[src/rtl/button_bounce_gen.sv]
// button_bounce_gen: emulates a mechanical push button with contact bounce.
// Drives a registered bouncing level for exercising a debouncer.
module button_bounce_gen #(
  parameter int BOUNCE_CNT    = 3,
  parameter int GW            = 3,
  parameter int HOLD_CYCLES   = 16,
  parameter int SETTLE_CYCLES = 16
) (
  input  logic       clk,
  input  logic       rst,
  input  logic       start,
  output logic       button_out,
  output logic       busy,
  output logic       done,
  output logic [7:0] press_count
);

  localparam int EW =
    (BOUNCE_CNT > 0) ? $clog2(2 * BOUNCE_CNT + 1) : 1;

  localparam logic [EW-1:0] LAST_E =
    EW'((BOUNCE_CNT > 0) ? 2 * BOUNCE_CNT - 1 : 0);

  localparam logic [15:0] HOLD_LAST =
    16'(HOLD_CYCLES - 1);

  localparam logic [15:0] SETTLE_LAST =
    16'(SETTLE_CYCLES - 1);

  localparam bit HAS_BOUNCE = (BOUNCE_CNT > 0);

  typedef enum logic [2:0] {
    IDLE,
    P_BOUNCE,
    HOLD,
    R_BOUNCE,
    SETTLE
  } state_t;

  state_t          state_q;
  state_t          state_d;
  logic [7:0]      lfsr_q;
  logic [GW-1:0]   wcnt_q;
  logic [GW-1:0]   wcnt_d;
  logic [EW-1:0]   ecnt_q;
  logic [EW-1:0]   ecnt_d;
  logic [15:0]     hcnt_q;
  logic [15:0]     hcnt_d;
  logic            btn_d;
  logic            done_d;
  logic [7:0]      cnt_d;
  logic            fb;

  assign fb   = lfsr_q[7] ^ lfsr_q[5]
              ^ lfsr_q[4] ^ lfsr_q[3];
  assign busy = (state_q != IDLE);

  // Free-running x^8+x^6+x^5+x^4+1 source for glitch widths.
  always_ff @(posedge clk) begin
    if (!rst) begin
      lfsr_q <= 8'hA5;
    end else begin
      lfsr_q <= {lfsr_q[6:0], fb};
    end
  end

  // State and output registers; reset aborts any sequence.
  always_ff @(posedge clk) begin
    if (!rst) begin
      state_q     <= IDLE;
      button_out  <= 1'b0;
      done        <= 1'b0;
      press_count <= 8'd0;
      wcnt_q      <= '0;
      ecnt_q      <= '0;
      hcnt_q      <= '0;
    end else begin
      state_q     <= state_d;
      button_out  <= btn_d;
      done        <= done_d;
      press_count <= cnt_d;
      wcnt_q      <= wcnt_d;
      ecnt_q      <= ecnt_d;
      hcnt_q      <= hcnt_d;
    end
  end

  // Next state: each bounce phase loads a fresh width w-1
  // from the LFSR on the edge that enters it.
  always_comb begin
    state_d = state_q;
    btn_d   = button_out;
    wcnt_d  = wcnt_q;
    ecnt_d  = ecnt_q;
    hcnt_d  = hcnt_q;
    done_d  = 1'b0;
    cnt_d   = press_count;
    unique case (state_q)
      IDLE: begin
        if (start) begin
          btn_d   = 1'b1;
          ecnt_d  = '0;
          hcnt_d  = '0;
          wcnt_d  = lfsr_q[GW-1:0];
          state_d = HAS_BOUNCE ? P_BOUNCE : HOLD;
        end
      end
      P_BOUNCE: begin
        if (wcnt_q == '0) begin
          btn_d = ~button_out;
          if (ecnt_q == LAST_E) begin
            hcnt_d  = '0;
            state_d = HOLD;
          end else begin
            ecnt_d = ecnt_q + EW'(1);
            wcnt_d = lfsr_q[GW-1:0];
          end
        end else begin
          wcnt_d = wcnt_q - GW'(1);
        end
      end
      HOLD: begin
        if (hcnt_q == HOLD_LAST) begin
          btn_d   = 1'b0;
          ecnt_d  = '0;
          hcnt_d  = '0;
          wcnt_d  = lfsr_q[GW-1:0];
          state_d = HAS_BOUNCE ? R_BOUNCE : SETTLE;
        end else begin
          hcnt_d = hcnt_q + 16'd1;
        end
      end
      R_BOUNCE: begin
        if (wcnt_q == '0) begin
          btn_d = ~button_out;
          if (ecnt_q == LAST_E) begin
            hcnt_d  = '0;
            state_d = SETTLE;
          end else begin
            ecnt_d = ecnt_q + EW'(1);
            wcnt_d = lfsr_q[GW-1:0];
          end
        end else begin
          wcnt_d = wcnt_q - GW'(1);
        end
      end
      SETTLE: begin
        if (hcnt_q == SETTLE_LAST) begin
          hcnt_d  = '0;
          done_d  = 1'b1;
          cnt_d   = press_count + 8'd1;
          state_d = IDLE;
        end else begin
          hcnt_d = hcnt_q + 16'd1;
        end
      end
      default: begin
        btn_d   = 1'b0;
        state_d = IDLE;
      end
    endcase
  end

endmodule

[config.mk]
export PLATFORM = sky130hd
export DESIGN_NAME = button_bounce_gen
export DESIGN_NICKNAME = d
export VERILOG_FILES = /design/src/rtl/button_bounce_gen.sv
export SDC_FILE = /design/constraint.sdc
export NUM_CORES = 1
export LEC_CHECK = 0
export CORE_ASPECT_RATIO = 1.75
export CORE_MARGIN = 2
export CORE_UTILIZATION = 60
export CTS_BUF_LIST = sky130_fd_sc_hd__clkbuf_16
export DETAILED_ROUTE_END_ITERATION = 6
export PLACE_DENSITY = 0.85
export SYNTH_ARGS = -nofsm -noshare
export SYNTH_HDL_FRONTEND = slang
export SYNTH_SLANG_ARGS = --single-unit
[constraint.sdc]
create_clock -name clk -period 3.61 [get_ports clk]
set_input_delay 0.361 -clock clk [delete_from_list [all_inputs] [get_ports clk]]
set_output_delay 0.361 -clock clk [all_outputs]
set_load 0.1 [all_outputs]
Word-level counts from Yosys, hierarchy flattened
Index checks and enable logic that the tools add are counted.
- logic and storage cells: 75
- flip-flop bits (word level): 43
- output and inout bits: 11
- bitwise operators: 5
- equality and inequality tests: 17
- reduce and logical (&&, ||, !) cells: 14
- multiplexer cells: 27
- add/subtract/negate cells: 4
- operator list (cell ; count):
    $mux W16 ; 4
    $pmux W16 S3 ; 1
    $mux W3 ; 14
    $pmux W3 S3 ; 2
    $add A16 B1 Y16 const B ; 1
    $eq A16 B4 Y1 const B ; 1
    $ne A2 B2 Y1 const B ; 8
    $pmux W3 S5 ; 1
    $reduce_and A4 Y1 ; 3
    $reduce_bool A3 Y1 ; 3
    $add A8 B1 Y8 const B ; 1
    $reduce_and A7 Y1 ; 1
    $eq A3 B2 Y1 const B ; 2
    $eq A3 B3 Y1 const B ; 2
    $logic_not A3 Y1 ; 2
    $reduce_and A5 Y1 ; 1
    $mux W1 ; 4
    $ne A2 B1 Y1 const B ; 2
    $pmux W1 S4 ; 1
    $reduce_and A2 Y1 ; 2
    $reduce_or A2 Y1 ; 2
    $add A3 B1 Y3 const B ; 1
    $eq A3 B1 Y1 const B ; 1
    $ne A3 B3 Y1 const B ; 1
    other kinds (3) ; 6

Longest topological paths before layout
- depth in word-level cells: 4
- gate-level depth with buffers: 8
- depth with buffers taken out: 6

Worst setup path before layout
OpenSTA, ideal clock, no wires.
- kind: reg2reg
- start point: register state_q[0]
- end point: register hcnt_q[10]
- stages on the path, launching flop included: 7
- slack: 1554 ps
- data arrival time: 1950 ps
- library setup time: 106 ps
- required time: 3504 ps
- path through: dfxtp_1 -> or3_2 -> o221ai_1 -> clkbuf_8 -> buf_4 -> nand3_1 -> o311ai_0
- longest elaborated chain between the ends: 4
- elaborated cells on any way between the ends: 13
- those cells by class: eq/ne: 7; mux: 1; reduce/logical: 5
- RTL lines (what ; line ; text):
    start: declaration ; 40 ; state_t state_q;
    start signal: assignment ; 78 ; state_q <= state_d;
    $eq A3 B2 Y1, or another cell as far along ; 98 ; unique case (state_q)
    $reduce_or A2 Y1 (no line) ; -- ;
    $ne A2 B1 Y1 (no line) / $reduce_bool A3 Y1 (equally long branches) ; -- ;
    $reduce_and A4 Y1 (no line) ; -- ;
    end signal: assignment ; 84 ; hcnt_q <= hcnt_d;
    end: declaration ; 47 ; logic [15:0] hcnt_q;
Parallel ways exist; a longest one is shown, timed or not.
A chain may end at the register's enable or synchronous reset.

Worst setup path in the final report
- start point: register state_q[0]
- end point: output busy
- longest elaborated chain between the ends: 1
- RTL lines (what ; line ; text):
    $reduce_bool A3 Y1 ; 56 ; assign busy = (state_q != IDLE);
    end: declaration ; 13 ; output logic busy,
Every way passes these cells.

==> metrics.md <==
| Metric | Value |
|---|---|
| Proportion of layout cells with a drive suffix above 1 | 0.08772 |
| Total cell area at the placement stage | 2499 µm² |
| Final wirelength | 5.480 mm |
| Sequential area share after synthesis | 0.3610 |
| Total Die Area | 4515 µm² |
| Nets in the synthesized netlist | 287 |
| CTS root buf | clkbuf_16 |
| Maximum number of pins on one net before global-route repair | 45 |
| Result of the run | completed |
| Pwr/cell area | 452.7 nW/µm² |
| DRC violation count after routing | 0 |
| HPWL after detailed placement | 3.720 mm |
| Antenna diode count | 0 |
| Via count of the routed design | 2179 |
| Placer's final routability congestion estimate | 0.8822 |
| Slew HR | 0.3341 |
| # resized after CTS | 0 |
| Mean instance size in the synthesized netlist | 8.578 µm² |
| Initial DRC count | 59 |
| R2R Setup Slk | 1.11 ns |
| Area of the core | 3829 µm² |
| Setup Fix Bufs, Post-CTS | 0 |
| Count of filler cells inserted in the layout | 313 |
| Placement Setup Slack | 1.196 ns |
| Router iterations before antenna repair | 5 |
| Dominant synthesized flop cell | dfxtp_1 |
| Number of standard-cell rows in the floorplan | 30 |
| End of the worst register-to-register path | hcnt_q[4]$_SDFFE_PN0P_ |
| Design Area, Final | 2691 µm² |
| Final Power | 1218 µW |
| Highest-delay cell along the critical path | clkdlybuf4s50_1 |
| Cell chain of the critical path | or3_2 -> clkdlybuf4s50_1 |
| Die height | 87.40 µm |
| Share of Yosys cell area claimed by the top area cell type | 0.3610 |
| Post-Route Setup TNS | 0 ns |
| CTS HTree Levels | 2 |
| Max IR drop VDD | 0.3740 mV |
| Via count of the first global-routing pass | 2047 |
| Final hold vios | 0 |
| Post-synth EDFFs | 0 |
| Clock-pin slew on the worst setup and hold paths | 0.06 ns |
| Top cells by instance count after synthesis | dfxtp_1, nand2_1, nand3_1 |
| Area Overhead vs Synth | 12.85% |
| Cell count after synthesis | 278 |
| Most area-hungry cell type in the Yosys netlist | dfxtp_1 |
| Setup-violating endpoint count in the final report | 0 |
| Required time at the endpoint of the critical path | 3.25 ns |
| Syn Std Cell Area | 2385 µm² |
| Global-route total usage across every layer | 0.2651 |
| First-pass GRT wire length | 9.225 mm |
| Maximum fanout count along the critical path | 16 |
| Clock skew | 0.006975 ns |
| Most area-consuming cells after synthesis | dfxtp_1, nand2_1, nand3_1, nand4_1, ha_1 |
| Critical path buffer and inverter count | 1 |
| Path type of the worst min-delay path | flop to flop |
| Overflow after GRT | 0 |
| Origin of the critical flop-to-flop path | state_q[0]$_SDFFE_PN0P_ |
| Max Cap Viol | 0 |
| Worst r2r path cells | 5 |
| Unrepaired setup endpoints after global routing | false |
| Gate family responsible for the most delay along the worst path | buffers and inverters |
| TritonCTS clock tree | done |
| Instance count after placement with tap cells included | 325 |
| Setup WS post-layout | 0.9466 ns |
| Number of warnings reported in the yosys synthesis log | 0 |
| Clock tree buffer depth | 2 |
| Effective utilization at floorplan | 0.6229 |
| Proportion of synthesized flip-flops having asynchronous set or reset | 0 |
| Crit. End Element | primary output |
| Leak | 0.0009021 µW |
| Post-CTS Hold Fix Bufs | 0 |
| Per-cell via count in the routed design | 6.544 |
| Slew at the pin closest to its max-slew limit | 0.9957 ns |
| Worst min-delay path startpoint | lfsr_q[6]$_SDFF_PN0_ |
| Die Width | 51.66 µm |
| Antenna-violating nets left | 0 |
| Max stage delay on crit path | 1.00 ns |
| Number of sinks driven by the clock tree | 43 |
| Routed len/inst | 16.46 µm |
| Worst path arrival time | 2.30 ns |
| IO Port Bufs | 13 |
| Max Slew Vio Count | 0 |
| Net count of the finished layout | 293 |
| Critical path type | flop to primary output |
| Startpoint Class | flop |
| Number of standard cells in the layout, taps in and fillers out | 333 |
| Distinct cell type count after synthesis | 57 |
| Share of the cycle needed by the critical path after routing | 0.7378 |
| TritonCTS buffer count | 5 |
| Most instantiated library cell after synthesis | dfxtp_1 |
| Clock latency of the later-clocked register in the worst-skew pair | 0.29 ns |
| Number of cells on the worst hold path | 1 |
| Number of antenna violations at the first check in global routing | 0 |
| Endpoint of the worst hold-timing path | lfsr_q[7]$_SDFF_PN1_ |
| FF+latch count, synth | 43 |
| Highest attainable clock frequency | 375.5 MHz |
| Ports | 14 |
| Clock period minus final worst setup slack | 2.663 ns |
| Critical Path Start | state_q[0]$_SDFFE_PN0P_ |
[worst max-delay path by stage]
| stage | to | slack [ns] | cells after the start |
|---|---|---|---|
| finish | busy | 0.95 | 2 |
| global route | busy | 0.88 | 2 |
| CTS | busy | 0.95 | 2 |
| detailed placement | hcnt_q[15]$_SDFFE_PN0P_ | 1.20 | 5 |
| global placement | hcnt_q[15]$_SDFFE_PN0P_ | 1.26 | 5 |
| floorplan | hcnt_q[10]$_SDFFE_PN0P_ | 1.55 | 6 |
[kinds of logic after synthesis]
group,after synthesis,share of synthesized area
AND/OR/NAND/NOR,132,0.3248
AO/OA/AOI/OAI,58,0.1763
flip-flops,43,0.3610
buffers and inverters,27,0.05876
multiplexers,7,0.02938
adder cells (fa/ha/maj),6,0.03148
XOR/XNOR,5,0.01837
[metrics by stage]
step | utilization | hold slack, ns
final | 0.7029 | 0.4141
after global routing | 0.7029 | 0.4365
after CTS | 0.7029 | 0.4202
after detailed placement | 0.6526 | 0.4012
after global placement | 0.6526 | 0.3963
after floorplan | - | 0.3863
[power breakdown]
part	internal (µW)	leakage (µW)	switching [µW]	total (µW)
Combinational	43.2	0.000462	77.1	120
Sequential	492	0.000350	13.7	506
Clock	396	0.0000900	196	592
Total	932	0.000902	287	1220
[flip-flops by register name, indices dropped and copies added (netlist names)]
name	flops
button_out	1
done	1
ecnt_q	3
hcnt_q	16
lfsr_q	8
press_count	8
state_q	3
wcnt_q	3
[metal layers]
metal  wire, µm  vias up  global-route usage
li1           -     1062                   -
met1       2105     1032              0.3022
met2       2986       73              0.4476
met3        269       12             0.05670
met4        118        0              0.1483
met5          0        -                   0
[cell usage in the layout, fill, tap and decap left out, types with 5 or more instances in the layout]
cell type and n:
nand4_1 13, a21oi_1 13, nor4_1 5, nand2b_1 10
and2_1 6, nor2_1 13, nor3_1 10, inv_1 9
nand2_1 26, dfxtp_1 43, nand3_1 19, ha_1 6
mux2i_1 7, clkdlybuf4s50_1 13, or3_1 5, o21ai_0 8
o311ai_0 6, clkbuf_16 5
[area by class of cell]
class	count	area, µm²	share of cell area
Tap cell	48	60.06	0.02232
Clock buffer	5	125.1	0.04649
Multi-Input combinational cell	208	1384	0.5142
Sequential cell	43	860.8	0.3199
Timing Repair Buffer	17	160.2	0.05951
Clock inverter	3	67.56	0.02510
Inverter	9	33.78	0.01255
No activity file was read; power rests on OpenSTA's default activity.
